$ cat src/rtl/etm_div_seq.sv
// etm_div_seq: sequential unsigned error-tolerant divider.
// Upper quotient bits come from restoring division, one bit per clock.
// In ETM mode the remaining low bits are filled in a single cycle:
// all ones when the low quotient would be nonzero, else all zeros.
module etm_div_seq #(
  parameter int WIDTH      = 8,
  parameter int EXACT_BITS = 4
) (
  input  logic             clk,
  input  logic             rst_n,
  input  logic             in_valid,
  output logic             in_ready,
  input  logic [WIDTH-1:0] dividend,
  input  logic [WIDTH-1:0] divisor,
  input  logic             approx_en,
  output logic             out_valid,
  input  logic             out_ready,
  output logic [WIDTH-1:0] quotient,
  output logic             div_by_zero
);

  localparam int LOW = WIDTH - EXACT_BITS;
  localparam int CW  = $clog2(WIDTH + 1);
  localparam int IW  = (WIDTH > 1) ? $clog2(WIDTH) : 1;
  localparam int XW  = 2 * WIDTH;
  localparam logic            ETM_OK   = 1'(EXACT_BITS < WIDTH);
  localparam logic [XW-1:0]   LOW_MASK = (XW'(1) << LOW) - XW'(1);
  localparam logic [CW-1:0]   N_EXACT  = CW'(WIDTH);
  localparam logic [CW-1:0]   N_ETM    = CW'(EXACT_BITS);
  localparam logic [IW-1:0]   TOP_IDX  = IW'(WIDTH - 1);

  typedef enum logic [1:0] {
    S_IDLE   = 2'd0,
    S_EXACT  = 2'd1,
    S_APPROX = 2'd2,
    S_DONE   = 2'd3
  } state_t;

  state_t           state_q, state_d;
  logic [WIDTH-1:0] dvd_q, dvd_d;
  logic [WIDTH-1:0] dvs_q, dvs_d;
  logic             approx_q, approx_d;
  logic [WIDTH-1:0] r_q, r_d;
  logic [WIDTH-1:0] q_q, q_d;
  logic [CW-1:0]    cnt_q, cnt_d;
  logic [IW-1:0]    idx_q, idx_d;
  logic [WIDTH-1:0] quot_q, quot_d;
  logic             dbz_q, dbz_d;
  logic             ov_q, ov_d;
  logic             ir_q, ir_d;

  logic [WIDTH:0]   t_s;
  logic [WIDTH-1:0] diff_s;
  logic             t_ge_s;
  logic [XW-1:0]    x_s;
  logic             x_ge_s;

  // Datapath: one restoring step and the wide low-bit comparison for the ETM fill
  always_comb begin
    t_s    = {r_q, dvd_q[idx_q]};
    t_ge_s = (t_s >= {1'b0, dvs_q});
    // T < 2*divisor, so the true difference always fits in WIDTH bits
    diff_s = t_s[WIDTH-1:0] - dvs_q;
    x_s    = ({{WIDTH{1'b0}}, r_q} << LOW) | ({{WIDTH{1'b0}}, dvd_q} & LOW_MASK);
    x_ge_s = (x_s >= {{WIDTH{1'b0}}, dvs_q});
  end

  // Next-state and next-output logic for the IDLE/EXACT/APPROX/DONE sequencer
  always_comb begin
    state_d  = state_q;
    dvd_d    = dvd_q;
    dvs_d    = dvs_q;
    approx_d = approx_q;
    r_d      = r_q;
    q_d      = q_q;
    cnt_d    = cnt_q;
    idx_d    = idx_q;
    quot_d   = quot_q;
    dbz_d    = dbz_q;
    ov_d     = ov_q;
    case (state_q)
      S_IDLE: begin
        if (in_valid) begin
          dvd_d    = dividend;
          dvs_d    = divisor;
          approx_d = approx_en;
          r_d      = {WIDTH{1'b0}};
          q_d      = {WIDTH{1'b0}};
          idx_d    = TOP_IDX;
          dbz_d    = 1'b0;
          if (divisor == {WIDTH{1'b0}}) begin
            q_d     = {WIDTH{1'b1}};
            quot_d  = {WIDTH{1'b1}};
            dbz_d   = 1'b1;
            ov_d    = 1'b1;
            state_d = S_DONE;
          end else begin
            cnt_d   = (approx_en && ETM_OK) ? N_ETM : N_EXACT;
            state_d = S_EXACT;
          end
        end else begin
          state_d = S_IDLE;
        end
      end
      S_EXACT: begin
        if (t_ge_s) begin
          r_d        = diff_s;
          q_d[idx_q] = 1'b1;
        end else begin
          r_d        = t_s[WIDTH-1:0];
          q_d[idx_q] = 1'b0;
        end
        cnt_d = cnt_q - CW'(1);
        idx_d = idx_q - IW'(1);
        if (cnt_q == CW'(1)) begin
          if (approx_q && ETM_OK) begin
            state_d = S_APPROX;
          end else begin
            quot_d  = q_d;
            ov_d    = 1'b1;
            state_d = S_DONE;
          end
        end else begin
          state_d = S_EXACT;
        end
      end
      S_APPROX: begin
        if (x_ge_s) begin
          q_d = q_q | LOW_MASK[WIDTH-1:0];
        end else begin
          q_d = q_q;
        end
        quot_d  = q_d;
        ov_d    = 1'b1;
        state_d = S_DONE;
      end
      S_DONE: begin
        if (out_ready) begin
          ov_d    = 1'b0;
          state_d = S_IDLE;
        end else begin
          state_d = S_DONE;
        end
      end
      default: begin
        ov_d    = 1'b0;
        state_d = S_IDLE;
      end
    endcase
    ir_d = (state_d == S_IDLE);
  end

  // State and registered outputs; reset aborts any operation in flight
  always_ff @(posedge clk or negedge rst_n) begin
    if (!rst_n) begin
      state_q  <= S_IDLE;
      dvd_q    <= {WIDTH{1'b0}};
      dvs_q    <= {WIDTH{1'b0}};
      approx_q <= 1'b0;
      r_q      <= {WIDTH{1'b0}};
      q_q      <= {WIDTH{1'b0}};
      cnt_q    <= {CW{1'b0}};
      idx_q    <= {IW{1'b0}};
      quot_q   <= {WIDTH{1'b0}};
      dbz_q    <= 1'b0;
      ov_q     <= 1'b0;
      ir_q     <= 1'b1;
    end else begin
      state_q  <= state_d;
      dvd_q    <= dvd_d;
      dvs_q    <= dvs_d;
      approx_q <= approx_d;
      r_q      <= r_d;
      q_q      <= q_d;
      cnt_q    <= cnt_d;
      idx_q    <= idx_d;
      quot_q   <= quot_d;
      dbz_q    <= dbz_d;
      ov_q     <= ov_d;
      ir_q     <= ir_d;
    end
  end

  assign in_ready    = ir_q;
  assign out_valid   = ov_q;
  assign quotient    = quot_q;
  assign div_by_zero = dbz_q;

endmodule

$ cat config.mk
export PLATFORM = sky130hd
export DESIGN_NAME = etm_div_seq
export DESIGN_NICKNAME = d
export VERILOG_FILES = /design/src/rtl/etm_div_seq.sv
export SDC_FILE = /design/constraint.sdc
export NUM_CORES = 1
export LEC_CHECK = 0
export ABC_CLOCK_PERIOD_IN_PS = 2600
export CAP_MARGIN = 20
export CORE_MARGIN = 10
export CORE_UTILIZATION = 52
export DETAILED_ROUTE_END_ITERATION = 12
export PLACE_DENSITY = 0.77
export SYNTH_ARGS = -nofsm -noshare
export SYNTH_HDL_FRONTEND = slang
export SYNTH_SLANG_ARGS = --single-unit
$ cat constraint.sdc
create_clock -name clk -period 2.6 [get_ports clk]
set_input_delay 0.26 -clock clk [delete_from_list [all_inputs] [get_ports clk]]
set_output_delay 0.26 -clock clk [all_outputs]
set_load 0.005 [all_outputs]
==> impl_results.md <==
* Post-DR wirelength/cell at 16.8 um
* Final wirelength at 7900 um
* Critical path peak fanout at 6
* CP Launch Type: flop
* CTS sink cnt at 53
* CTS root buf: clkbuf_8
* Vert. Die Dim at 99.7 um
* Switch share at 0.450
* GP Congestion at 0.876
* Ant diodes at 0
* Via/cell ratio at 5.91
* Row count at 28
* Mapped Cells at 340
* Die area at 0.00994 sq mm
* RR Endpoint: r_q[0]$_DFFE_PN0P_
* Crit. End Element: flop
* Syn. warnings at 0
* All-Layer GR Usage at 0.164
* RSZ-0062 raised after global routing: yes
* P_sw at 2.64 mW
* Initial antenna violation count at 0
* Synth-to-Final Area Change at 23.6%
* Most common cell in the netlist: dfrtp_1
* Failing checks: negative setup slack
* Total power at 5.86 mW
* Final period utilization at 1.04
* Slowest CP cell: dfrtp_2
* Via count at 2771
* Maxcap violations at 0
* Clock group share of total power at 0.080
* I/O Buffers at 31
* Drt pass-1 iters at 4
* Critical path launch point: idx_q[2]$_DFFE_PN0P_
* Die W at 99.7 um
* Final Max Slew Viols at 0
* CP Cell Sequence: nor2b_4 > a221oi_2 > a31oi_1 > a211oi_2 > ha_2 > or2b_4 > a21oi_2 > o2111a_2 > or2_4 > mux2_4 > o22ai_2
* Top cells by count, synth: dfrtp_1 (52), nand2_1 (30), a21oi_1 (26)
* Max Buffers Root-to-Sink at 2
* Min-Delay Path Class: in -> async
* EDFF count, synth at 0
* Worst setup endpoint: r_q[0]$_DFFE_PN0P_
* Yosys reg bits at 53
* Ports at 32
* CP top delay family: compound AO/OA/AOI/OAI gates
* Clk_skew at 0.00868 ns
* Top FF cell, synth: dfrtp_1
* Final antenna-violating net count at 0
* Pint at 3.22 mW
* DR DRC count at 0
* H-tree depth at 2
* Synth top area cells: dfrtp_1 (39%), ha_1 (9.1%), mux2_2 (6.5%), a21oi_1 (3.9%), o21ai_0 (3.5%)
* Largest net degree at the start of global routing at 28
* Core area at 0.00603 sq mm
* CTS tree: yes
* Seq pwr share at 0.257
* Comb power frac at 0.663
* Peak VDD IR at 0.820 mV
* Fmax at 0.368 GHz
* Vias in the first global route at 2847
* Register area share after synthesis at 0.402
* Syn Nets at 386
* Reg2Reg Depth at 11
* Syn_area_per_cell at 9.71 sq um
* Yosys top cell by area: dfrtp_1
* Slew @ Worst Pin at 0.685 ns
* CTS Buf Count at 5
* Final setup viols at 20
* Slowest stage delay, CP at 0.47 ns
* Setup CP Type: reg -> reg
* Setup WS post-layout at -0.115 ns
* First-pass GRT wire length at 13700 um
* P_leak at 1.78 nW
* Reg2Reg Setup Slack at -0.12 ns
* Initial core utilization at 0.548
* Initial drt markers at 184
* Congestion Overflow GR at 0
* Crit path buffers/inverters at 0
* Cell Area, Synth at 0.00330 sq mm
* Layout cells sized above 1 at 0.241
* Worst-skew pair later-pin latency at 0.31 ns
* Nets@finish at 439
* Async S/R FF share, synth at 1.00
* Post-synth top area share at 0.394
* Post-DP HPWL at 5990 um
* Synth cell types at 56
* Rel. slew slack at 0.544
* Final Hold Viols at 0
* Outcome: finished, violations left
* CTS clk-pin slew, worst paths at 0.10 ns
* Pre-CTS WS at -0.270 ns
* Minimum clock period after layout at 2.72 ns
* Critical Path Stages at 11
* FF-to-FF Start: idx_q[2]$_DFFE_PN0P_
* Critical Path RT at 2.84 ns
* Crit path arrival time at 2.95 ns
* Pwr/cell area at 1440 mW/mm^2
==> logic make-up (layout without fill, tap and decap cells) <==
family,after synthesis,in the layout,synth area share
AOI/OAI and AO/OA,110,110,0.229
xor gates and xnor gates,3,3,0.00796
adders and majority gates,25,25,0.0970
buffers and inverters,37,91,0.0477
DFF,53,53,0.402
muxes,21,21,0.0709
and+or+nand+nor,91,91,0.146
==> per-stage QoR <==
| step | std cells | util | cell area (sq um) | setup TNS, ns | hold slack, ns |
|---|---|---|---|---|---|
| final | 469 | 0.677 | 4080 | -0.988 | 0.289 |
| after CTS | 468 | 0.667 | 4020 | -0.248 | 0.289 |
| after floorplan | 340 | - | 3350 | -0.00699 | -0.0356 |
| after detailed placement | 456 | 0.640 | 3860 | -5.15 | 0.0835 |
| after global placement | 456 | 0.640 | 3860 | -3.18 | 0.0822 |
| after global routing | 469 | 0.677 | 4080 | -4.03 | 0.295 |
==> timing repair <==
action                                  4_1_cts  5_1_grt
hold buffers                                  1        0
resized for setup                            15       17
hold endpoints to repair                      4        0
endpoints found under the setup margin       24       24
buffers inserted                              3        1
pin swaps                                     7       11
==> area by class of cell <==
type / instances / area, sq um
Clock inverter: 1 / 7.51
Tap cell: 75 / 93.8
Clock buffer: 7 / 76.3
Sequential cell: 53 / 1330
Inverter: 22 / 82.6
Multi-Input combinational cell: 250 / 1950
Timing Repair Buffer: 61 / 541
Fill cell: 462 / 1940
==> power by group through the flow <==
stage	sequential (mW)	combinational (mW)	clock [mW]
after CTS	1.50	3.69	0.478
after detailed placement	1.52	3.50	0
after global placement	1.51	3.40	0
after global routing	1.56	4.31	0.507
after floorplan	1.44	2.56	0
final	1.51	3.89	0.466
==> sequential cells by signal, indices dropped and copies added, names as in the netlist, 2 cells and up <==
signal / flops
cnt_q: 4
dvd_q: 8
dvs_q: 8
idx_q: 3
q_q: 8
quotient: 8
r_q: 8
state_q: 2
==> placed cells by master, fill, tap and decap left out, types with 3 or more instances in the layout <==
master / n
nor3_1: 8
a21oi_2: 5
mux2_2: 18
nor2_1: 15
o21ai_0: 16
nand2b_1: 3
clkbuf_8: 5
nor2b_1: 3
buf_4: 27
o21ai_1: 9
inv_1: 20
ha_1: 23
a21oi_1: 22
o31ai_1: 7
o21a_1: 8
clkdlybuf4s50_1: 30
o31a_1: 3
o41ai_2: 3
a32oi_1: 3
dfrtp_1: 50
nand3_1: 8
nand2_1: 30
a21o_1: 3
and3_1: 3
a31oi_1: 9
==> routing by layer <==
metal | track usage | routed length, um
met1 | 0.214 | 3570
met5 | 0 | 0
met3 | 0.0360 | 380
met4 | 0.0397 | 54
met2 | 0.266 | 3890
==> how the worst min path moves through the flow <==
| stage | start | end | cells past startpoint |
|---|---|---|---|
| 6_report | rst_n | dvs_q[2]$_DFFE_PN0P_ | 2 |
| 5_1_grt | rst_n | dvs_q[3]$_DFFE_PN0P_ | 2 |
| 4_1_cts | rst_n | dvs_q[3]$_DFFE_PN0P_ | 2 |
| 3_5_place_dp | rst_n | dvs_q[3]$_DFFE_PN0P_ | 1 |
| 3_3_place_gp | rst_n | dvs_q[3]$_DFFE_PN0P_ | 1 |
| 2_1_floorplan | rst_n | approx_q$_DFFE_PN0P_ | 0 |
(Power assumes the default switching activity.)
==> variant: new RTL, config.mk and constraints unchanged <==
Make the reset (`rst_n`) synchronous in one clocked block.
--- a/src/rtl/etm_div_seq.sv
+++ b/src/rtl/etm_div_seq.sv
@@ -152,5 +152,5 @@
 
   // State and registered outputs; reset aborts any operation in flight
-  always_ff @(posedge clk or negedge rst_n) begin
+  always_ff @(posedge clk) begin
     if (!rst_n) begin
       state_q  <= S_IDLE;
Behaviour: differs if rst_n is asserted again (counterexample within 4 cycles, from zero or initial values and one cycle with rst_n low); with rst_n held inactive, the same outputs for 10 cycles.
==> variant against the unedited design <==
  * Die area down 2.1%
  * First-iteration DRC count rose by 7.6%
  * Final area down 7.4%
  * Setup slack better by 0.18 ns
  * Synthesized area shrank 2.6%
  * Via count increased by 11%
  * Sequential share of layout area down 4.4 points
  * Sequential cell count did not move
  * Routed wire length increased by 0.15%
  * Fmax increased by 7.2%
  * Largest cell class unchanged
Power is not compared: it rests on default switching activity, and its combinational part moved more than twofold at a synthesized area within 25%.
==> variant: results (changes against the unedited design) <==
The detailed-router iteration count before antenna repair is 5 (was 4), and the via count of the first global-routing pass is 3,001 (was 2,847). The run gives 6130 um (was 5990 um) as the half-perimeter wire length after placement. Dominant delay contributor by cell family on the critical path: simple AND/OR/NAND/NOR gates (was compound AO/OA/AOI/OAI gates). The post-CTS repair timing setup buffer count was 0 (was 3). The run gives 0.162 (was 0.164) as the overall track demand over capacity in global routing.

The worst-case reg-to-reg path depth is 10 (was 11). The logs give 3600 um (was 3570 um) for the routed metal-1 wirelength and 7910 um (was 7900 um) for the final wirelength. The share of synthesized registers carrying an async set or reset works out to 0 (was 1.00). The maximum fanout along the worst path works out to 5 (was 6).

The total number of vias was 3,072 (was 2,771); the net count after synthesis was 457 (was 386). The number of cells after detailed placement came out at 511 (was 456). The tools report the sum of met2 wire segment lengths after detailed routing as 3780 um (was 3890 um). The logs give 421 um (was 380 um) for the routed length on met3 and 3640 um^2 (was 3860 um^2) for the instance area after placement. The worst hold path class is flop to flop (was input pin to async pin). The slack of the worst reg-to-reg path was 0.07 ns (was -0.12 ns). The run gives -0.0262 ns (was -0.270 ns) as the post-place setup slack.

The worst relative slew slack came out at 0.577 (was 0.544). Most area-consuming cells after synthesis: dfxtp_1 (33%), ha_1 (9.3%), nand2_1 (6.9%), o21ai_0 (5.9%), nand3_1 (4.2%) (was dfrtp_1 (39%), ha_1 (9.1%), mux2_2 (6.5%), a21oi_1 (3.9%), o21ai_0 (3.5%)). Count of distinct cell types in the synthesized netlist: 51 (was 56). Smallest hold slack: 0.466 ns (was 0.289 ns).

The run finished with clean final reports. Slowest stage cell on the critical path: or4_1 (was dfrtp_2). The origin of the worst setup path was idx_q[2]$_SDFFE_PN0P_ (was idx_q[2]$_DFFE_PN0P_). The critical path data arrival time was 2.78 ns (was 2.95 ns); the post-synthesis sequential area ratio was 0.330 (was 0.402). The placer congestion estimate was 0.885 (was 0.876); the final layout net count was 492 (was 439).
-- variant: cell count changes after synthesis, sizes merged, moves of 17 or more --
cell,unedited run,this run
nand2,30,60
nand3,10,27
mux2,19,0
dfrtp,52,0
a21boi,0,18
dfxtp,0,53
-- variant: cell families after synthesis --
group | Yosys count | synth area share
fa+ha+maj | 25 | 0.0996
simple gates | 161 | 0.247
xor+xnor | 3 | 0.00817
flops | 53 | 0.330
buf+inv | 44 | 0.0545
compound gates | 123 | 0.254
mux | 2 | 0.00622
-- variant: layer usage --
metal	vias to the layer above	track usage
li1	1532	-
met1	1440	0.199
met2	90	0.273
met3	10	0.0349
met4	0	0.0562
met5	-	0
-- variant: area by class of cell --
cell class / count / area [um^2]
Timing Repair Buffer: 49 / 445
Clock buffer: 7 / 76.3
Tap cell: 75 / 93.8
Clock inverter: 1 / 7.51
Inverter: 23 / 86.3
Fill cell: 549 / 2180
Sequential cell: 53 / 1060
Multi-Input combinational cell: 314 / 2000
